## src/rtl/fetch_ctrl_pkg.sv

```systemverilog
// Shared fetch front-end definitions: default geometry and the fetch sequencer state type.
// Geometry defaults follow the existing instruction-side macros when they are already defined.
`ifndef INST_INDEX_SIZE
`define INST_INDEX_SIZE 32
`endif
`ifndef INST_FETCH_NUM
`define INST_FETCH_NUM 4
`endif
`ifndef INST_PACK
`define INST_PACK (32 * `INST_FETCH_NUM)
`endif

package fetch_ctrl_pkg;

    localparam int unsigned INST_INDEX_SIZE = `INST_INDEX_SIZE;
    localparam int unsigned INST_FETCH_NUM  = `INST_FETCH_NUM;
    localparam int unsigned INST_PACK       = `INST_PACK;

    typedef enum logic [1:0] {
        IDLE,
        REQ,
        WAIT,
        DRAIN
    } fetch_state_t;

endpackage

```

## src/rtl/fetch_lane_mask.sv

```systemverilog
// Maps the word offset of a fetch address inside its packet to the lanes that hold
// instructions at or after that address. Shared with the predecode logic.
module fetch_lane_mask
    import fetch_ctrl_pkg::*;
#(
    parameter  int unsigned FETCH_NUM = INST_FETCH_NUM,
    localparam int unsigned OFF_W     = (FETCH_NUM > 1) ? $clog2(FETCH_NUM) : 1
) (
    input  logic [OFF_W-1:0]     offset,
    output logic [FETCH_NUM-1:0] mask
);

    always_comb begin
        mask = '0;
        for (int unsigned i = 0; i < FETCH_NUM; i++) begin
            mask[i] = (32'(offset) <= i);
        end
    end

endmodule

```

## src/rtl/fetch_ctrl.sv

```systemverilog
// Fetch sequencer: owns the fetch PC, issues one memory request at a time and registers
// each returned packet with a per-lane valid mask, handling back-pressure and redirects.
module fetch_ctrl
    import fetch_ctrl_pkg::*;
#(
    parameter int unsigned       ADDR_W    = INST_INDEX_SIZE,
    parameter int unsigned       FETCH_NUM = INST_FETCH_NUM,
    parameter logic [ADDR_W-1:0] RESET_PC  = '0
) (
    input  logic                    clock,
    input  logic                    reset,
    input  logic                    buffer_full,
    input  logic                    redirect_valid,
    input  logic [ADDR_W-1:0]       redirect_pc,
    output logic                    mem_req,
    output logic [ADDR_W-1:0]       mem_addr,
    input  logic                    mem_ready,
    input  logic                    mem_valid,
    input  logic [32*FETCH_NUM-1:0] mem_rdata,
    output logic [FETCH_NUM-1:0]    fetch_valid,
    output logic [ADDR_W-1:0]       fetch_pc,
    output logic [32*FETCH_NUM-1:0] fetch_data
);

    localparam int unsigned       OFF_W     = (FETCH_NUM > 1) ? $clog2(FETCH_NUM) : 1;
    localparam int unsigned       PKT_BYTES = FETCH_NUM * 4;
    localparam logic [ADDR_W-1:0] PKT_MASK  = ~ADDR_W'(PKT_BYTES - 1);
    localparam logic [ADDR_W-1:0] PKT_INC   = ADDR_W'(PKT_BYTES);
    localparam logic [ADDR_W-1:0] WORD_MASK = ~ADDR_W'(3);

    fetch_state_t              state_q, state_d;
    logic [ADDR_W-1:0]         pc_q, pc_d;
    logic [ADDR_W-1:0]         req_pc_q, req_pc_d;
    logic [FETCH_NUM-1:0]      fv_q, fv_d;
    logic [ADDR_W-1:0]         fpc_q, fpc_d;
    logic [32*FETCH_NUM-1:0]   fdata_q, fdata_d;

    logic                      out_full;
    logic                      out_consume;
    logic                      handshake;
    logic [OFF_W-1:0]          lane_off;
    logic [FETCH_NUM-1:0]      lane_mask;

    assign lane_off = OFF_W'((req_pc_q >> 2) & ADDR_W'(FETCH_NUM - 1));

    fetch_lane_mask #(
        .FETCH_NUM (FETCH_NUM)
    ) u_lane_mask (
        .offset (lane_off),
        .mask   (lane_mask)
    );

    assign out_full    = |fv_q;
    assign out_consume = out_full & ~buffer_full;
    assign handshake   = mem_req & mem_ready;

    assign mem_addr    = pc_q;
    assign fetch_valid = fv_q;
    assign fetch_pc    = fpc_q;
    assign fetch_data  = fdata_q;

    always_comb begin
        state_d  = state_q;
        pc_d     = pc_q;
        req_pc_d = req_pc_q;
        fv_d     = out_consume ? '0 : fv_q;
        fpc_d    = fpc_q;
        fdata_d  = fdata_q;
        mem_req  = 1'b0;

        case (state_q)
            IDLE: state_d = REQ;
            REQ: begin
                mem_req = ~buffer_full & (~out_full | out_consume);
                if (mem_req & mem_ready) begin
                    state_d  = WAIT;
                    req_pc_d = pc_q;
                end
            end
            WAIT: begin
                if (mem_valid) begin
                    fdata_d = mem_rdata;
                    fpc_d   = req_pc_q & PKT_MASK;
                    fv_d    = lane_mask;
                    pc_d    = (req_pc_q & PKT_MASK) + PKT_INC;
                    state_d = REQ;
                end
            end
            DRAIN: begin
                if (mem_valid) state_d = REQ;
            end
            default: state_d = IDLE;
        endcase

        // Redirect overrides everything above; a response landing in the same cycle is
        // dropped, so nothing is left in flight (this also covers DRAIN, avoiding a hang).
        if (redirect_valid) begin
            pc_d    = redirect_pc & WORD_MASK;
            fv_d    = '0;
            fpc_d   = fpc_q;
            fdata_d = fdata_q;
            case (state_q)
                REQ:     state_d = handshake ? DRAIN : REQ;
                WAIT:    state_d = mem_valid ? REQ : DRAIN;
                DRAIN:   state_d = mem_valid ? REQ : DRAIN;
                default: state_d = REQ;
            endcase
        end
    end

    always_ff @(posedge clock or negedge reset) begin
        if (!reset) begin
            state_q  <= IDLE;
            pc_q     <= RESET_PC & WORD_MASK;
            req_pc_q <= '0;
            fv_q     <= '0;
            fpc_q    <= '0;
            fdata_q  <= '0;
        end else begin
            state_q  <= state_d;
            pc_q     <= pc_d;
            req_pc_q <= req_pc_d;
            fv_q     <= fv_d;
            fpc_q    <= fpc_d;
            fdata_q  <= fdata_d;
        end
    end

endmodule

```

## config.mk

```make
export PLATFORM = sky130hd
export DESIGN_NAME = fetch_ctrl
export DESIGN_NICKNAME = d
export VERILOG_FILES = /design/src/rtl/fetch_ctrl_pkg.sv /design/src/rtl/fetch_lane_mask.sv /design/src/rtl/fetch_ctrl.sv
export SDC_FILE = /design/constraint.sdc
export NUM_CORES = 1
export LEC_CHECK = 0
export CAP_MARGIN = 20
export CORE_UTILIZATION = 45
export CTS_CLUSTER_SIZE = 20
export DETAILED_ROUTE_END_ITERATION = 7
export HOLD_SLACK_MARGIN = 0.03
export PLACE_DENSITY = 0.83
export SLEW_MARGIN = 20
export SYNTH_ARGS = -nofsm -noshare
export SYNTH_HDL_FRONTEND = slang
export SYNTH_SLANG_ARGS = --single-unit
```

## constraint.sdc

```tcl
create_clock -name clock -period 2.5 [get_ports clock]
set_input_delay 0.75 -clock clock [delete_from_list [all_inputs] [get_ports clock]]
set_output_delay 0.75 -clock clock [all_outputs]
set_load 0.01 [all_outputs]
```

==> results of run 1 <==
worst max path at each step:
stage	to	slack, ns
after floorplan	req_pc_q[10]	0.39
after global placement	mem_req	-0.29
after detailed placement	mem_req	-0.30
after CTS	mem_req	0.02
after global routing	mem_req	0.1
final	mem_req	0.16
critical path: cells and delay by family:
family	cells	cell delay, ns
buf+inv	2	0.62
simple gates	1	0.22
power groups by stage:
stage | Combinational (mW) | Sequential [mW] | Clock [mW]
floorplan | 0.654 | 4.85 | 0
global placement | 2.29 | 4.68 | 0
detailed placement | 2.35 | 4.71 | 0
CTS | 2.38 | 4.65 | 3.66
global route | 2.56 | 4.74 | 3.80
finish | 2.34 | 4.66 | 3.58
routing by layer:
metal | track usage | routed length, µm | part of all wire | up-vias
met5 | 0 | 0 | 0 | -
li1 | - | - | - | 3778
met4 | 0.0997 | 710 | 0.027 | 0
met3 | 0.0742 | 2370 | 0.090 | 47
met2 | 0.432 | 13400 | 0.51 | 287
met1 | 0.282 | 9870 | 0.37 | 3825
cell type report:
| type | count | area, µm² |
|---|---|---|
| clock buffer | 34 | 679 |
| tap | 265 | 332 |
| clock inverter | 8 | 118 |
| sequential | 222 | 5560 |
| inverter | 2 | 7.51 |
| antenna | 5 | 12.5 |
| multi-input combinational | 693 | 3310 |
| fill | 1474 | 5850 |
| timing repair buffer | 371 | 3790 |
synth_stat cells, types with 11 or more instances:
cell type / number
a21oi_1: 14
buf_2: 27
clkbuf_1: 25
dfrtp_1: 222
mux2_1: 28
nand2_1: 510
nor2_1: 16
o21ai_1: 12
xnor2_1: 13
xor2_1: 11
kinds of logic after synthesis:
group / count (synthesis) / synth area share
compound gates: 54 / 0.0383
xor+xnor: 24 / 0.0230
fa+ha+maj: 1 / 0.00137
buf+inv: 63 / 0.0329
flops: 222 / 0.609
mux: 30 / 0.0368
other cells: 1 / 0.000411
simple gates: 578 / 0.258
metrics by stage:
stage	power [mW]	utilization	TNS, ns
2_1_floorplan	5.50	-	0
4_1_cts	10.7	0.702	0
5_1_grt	11.1	0.702	0
6_report	10.6	0.702	0
3_5_place_dp	7.06	0.661	-0.302
3_3_place_gp	6.97	0.661	-0.289
sequential cells by signal, summed over array words and instances (netlist names):
signal       cells
fetch_pc        28
state_q          2
fetch_data     128
mem_addr        30
req_pc_q        30
fetch_valid      4
what timing repair did:
| item | 4_1_cts | 5_1_grt |
|---|---|---|
| endpoints found under the setup margin | 1 | 1 |
| gates resized for setup | 2 | 2 |
| pin swaps | 0 | 0 |
==> results.toml, run 1 <==
[clocking]
clk-insertion-delay-late_ns = 0.51
hold_buffers = 0
htreeDepth = 1
cts_root_buf = "clkbuf_16"
max-clock-path-buffers = 3
cts_tree = "done"
path_clk_slew_ns = 0.06
cts_sinks = 222
numCtsBuffers = 24
post_cts_buffers = 0

[power]
powerDensity_mw_per_mm2 = 767
comb_power_share = 0.221
leakage_nw = 6.63
p_switching_mw = 2.84
swShare = 0.269
p_seq_frac = 0.440
p_clk_frac = 0.338
intPower_mw = 7.74
vdd_ir_drop_max_mv = 0.513

[sta]
setup_violations = 0
period_minus_slack_ns = 2.34
rsz0062_at_grt = "no"
fin_hold_ws_ns = 0.144
fmax_ghz = 0.427
fin_crit_sh = 0.936
finalClockSkew_ns = 0.0131
setup_slack_ns = 0.159
slew_viol_final = 0
hold_violations = 0

[grt]
antenna_found_initial = 3
grt_overflow = 0
grt_usage = 0.247
grt_pass1_wl_um = 40200
grt_pass1_vias = 7951
grt_max_degree = 85

[routing]
drt-total-wl_um = 26300
drt_pass1_iterations = 4
ant_nets = 0
wl_per_cell_um = 16.5
dr.first_iter.drc_count = 325
avgViaCountPerCell = 4.96
num_vias = 7937
remaining_drc_errors = 0

[synth]
synth_ff_type = "dfrtp_1"
syn_area_per_cell_um2 = 9.38
ys_seq_area_frac = 0.609
synth_warnings = 0
synthesis.area_mm2 = 0.00912
async_reset_ff_frac = 1.00
synth-seq-cells = 222
yosysUniqueCellTypes = 42
synth_edf_count = 0
yosys-top-cells-area = "dfrtp_1 (61%), nand2_1 (21%), mux2_1 (3.5%)"
synth_top_area_frac = 0.609
synth_area_leader_cell = "dfrtp_1"
synthCells = 973

[placement]
portBuffers = 354
gp_congestion = 0.786
post-dp-hpwl_um = 18500
placedCellCount = 1553
dp_slack_ns = -0.302
placed_area_mm2 = 0.0130

[die]
core_area_mm2 = 0.0197
floorplan.initialDensity = 0.464
die_area_mm2 = 0.0208
die-height_um = 144
ios = 363
die_x_um = 144
rows = 51

[setup_path]
regToRegStartpoint = "req_pc_q[4]"
regToRegSetupSlack_ns = 0.49
worstPathCellList = "clkdlybuf4s50_1, nor3b_2, clkbuf_2"
crit_required_ns = 1.75
crit_start = "buffer_full"
worst-r2r-cell-count = 6
cp-start-kind = "input pin"
reg2reg_to = "mem_addr[20]"
critPathCaptureType = "output pin"
crit_fanout = 2
cp_slowest_cell = "clkdlybuf4s50_1"
cp_slowest_stage_delay_ns = 0.46
crit_type = "in2out"
crit_arrival_ns = 1.59

[cells_and_area]
final_cells = 1600
final_area_mm2 = 0.0138
final_common_cell = "nand2_1"
layout_common_cells = "nand2_1 (510), clkdlybuf4s50_1 (351), dfrtp_1 (222), mux2_1 (28), clkbuf_16 (25)"
finalNetCount = 1481
area_growth_pct = 51.3
drive_gt1_frac = 0.0504

[outcome]
status = "completed"

[min_path]
hold_path_class = "in2async"

[run]
cap_violations = 0
(Power assumes the default switching activity.)
==> inputs of run 2 (changes only) <==
- CAP_MARGIN: 20 -> 0
==> results of run 2 <==
The final DEF is identical to that of run 1; final timing and power are the same.
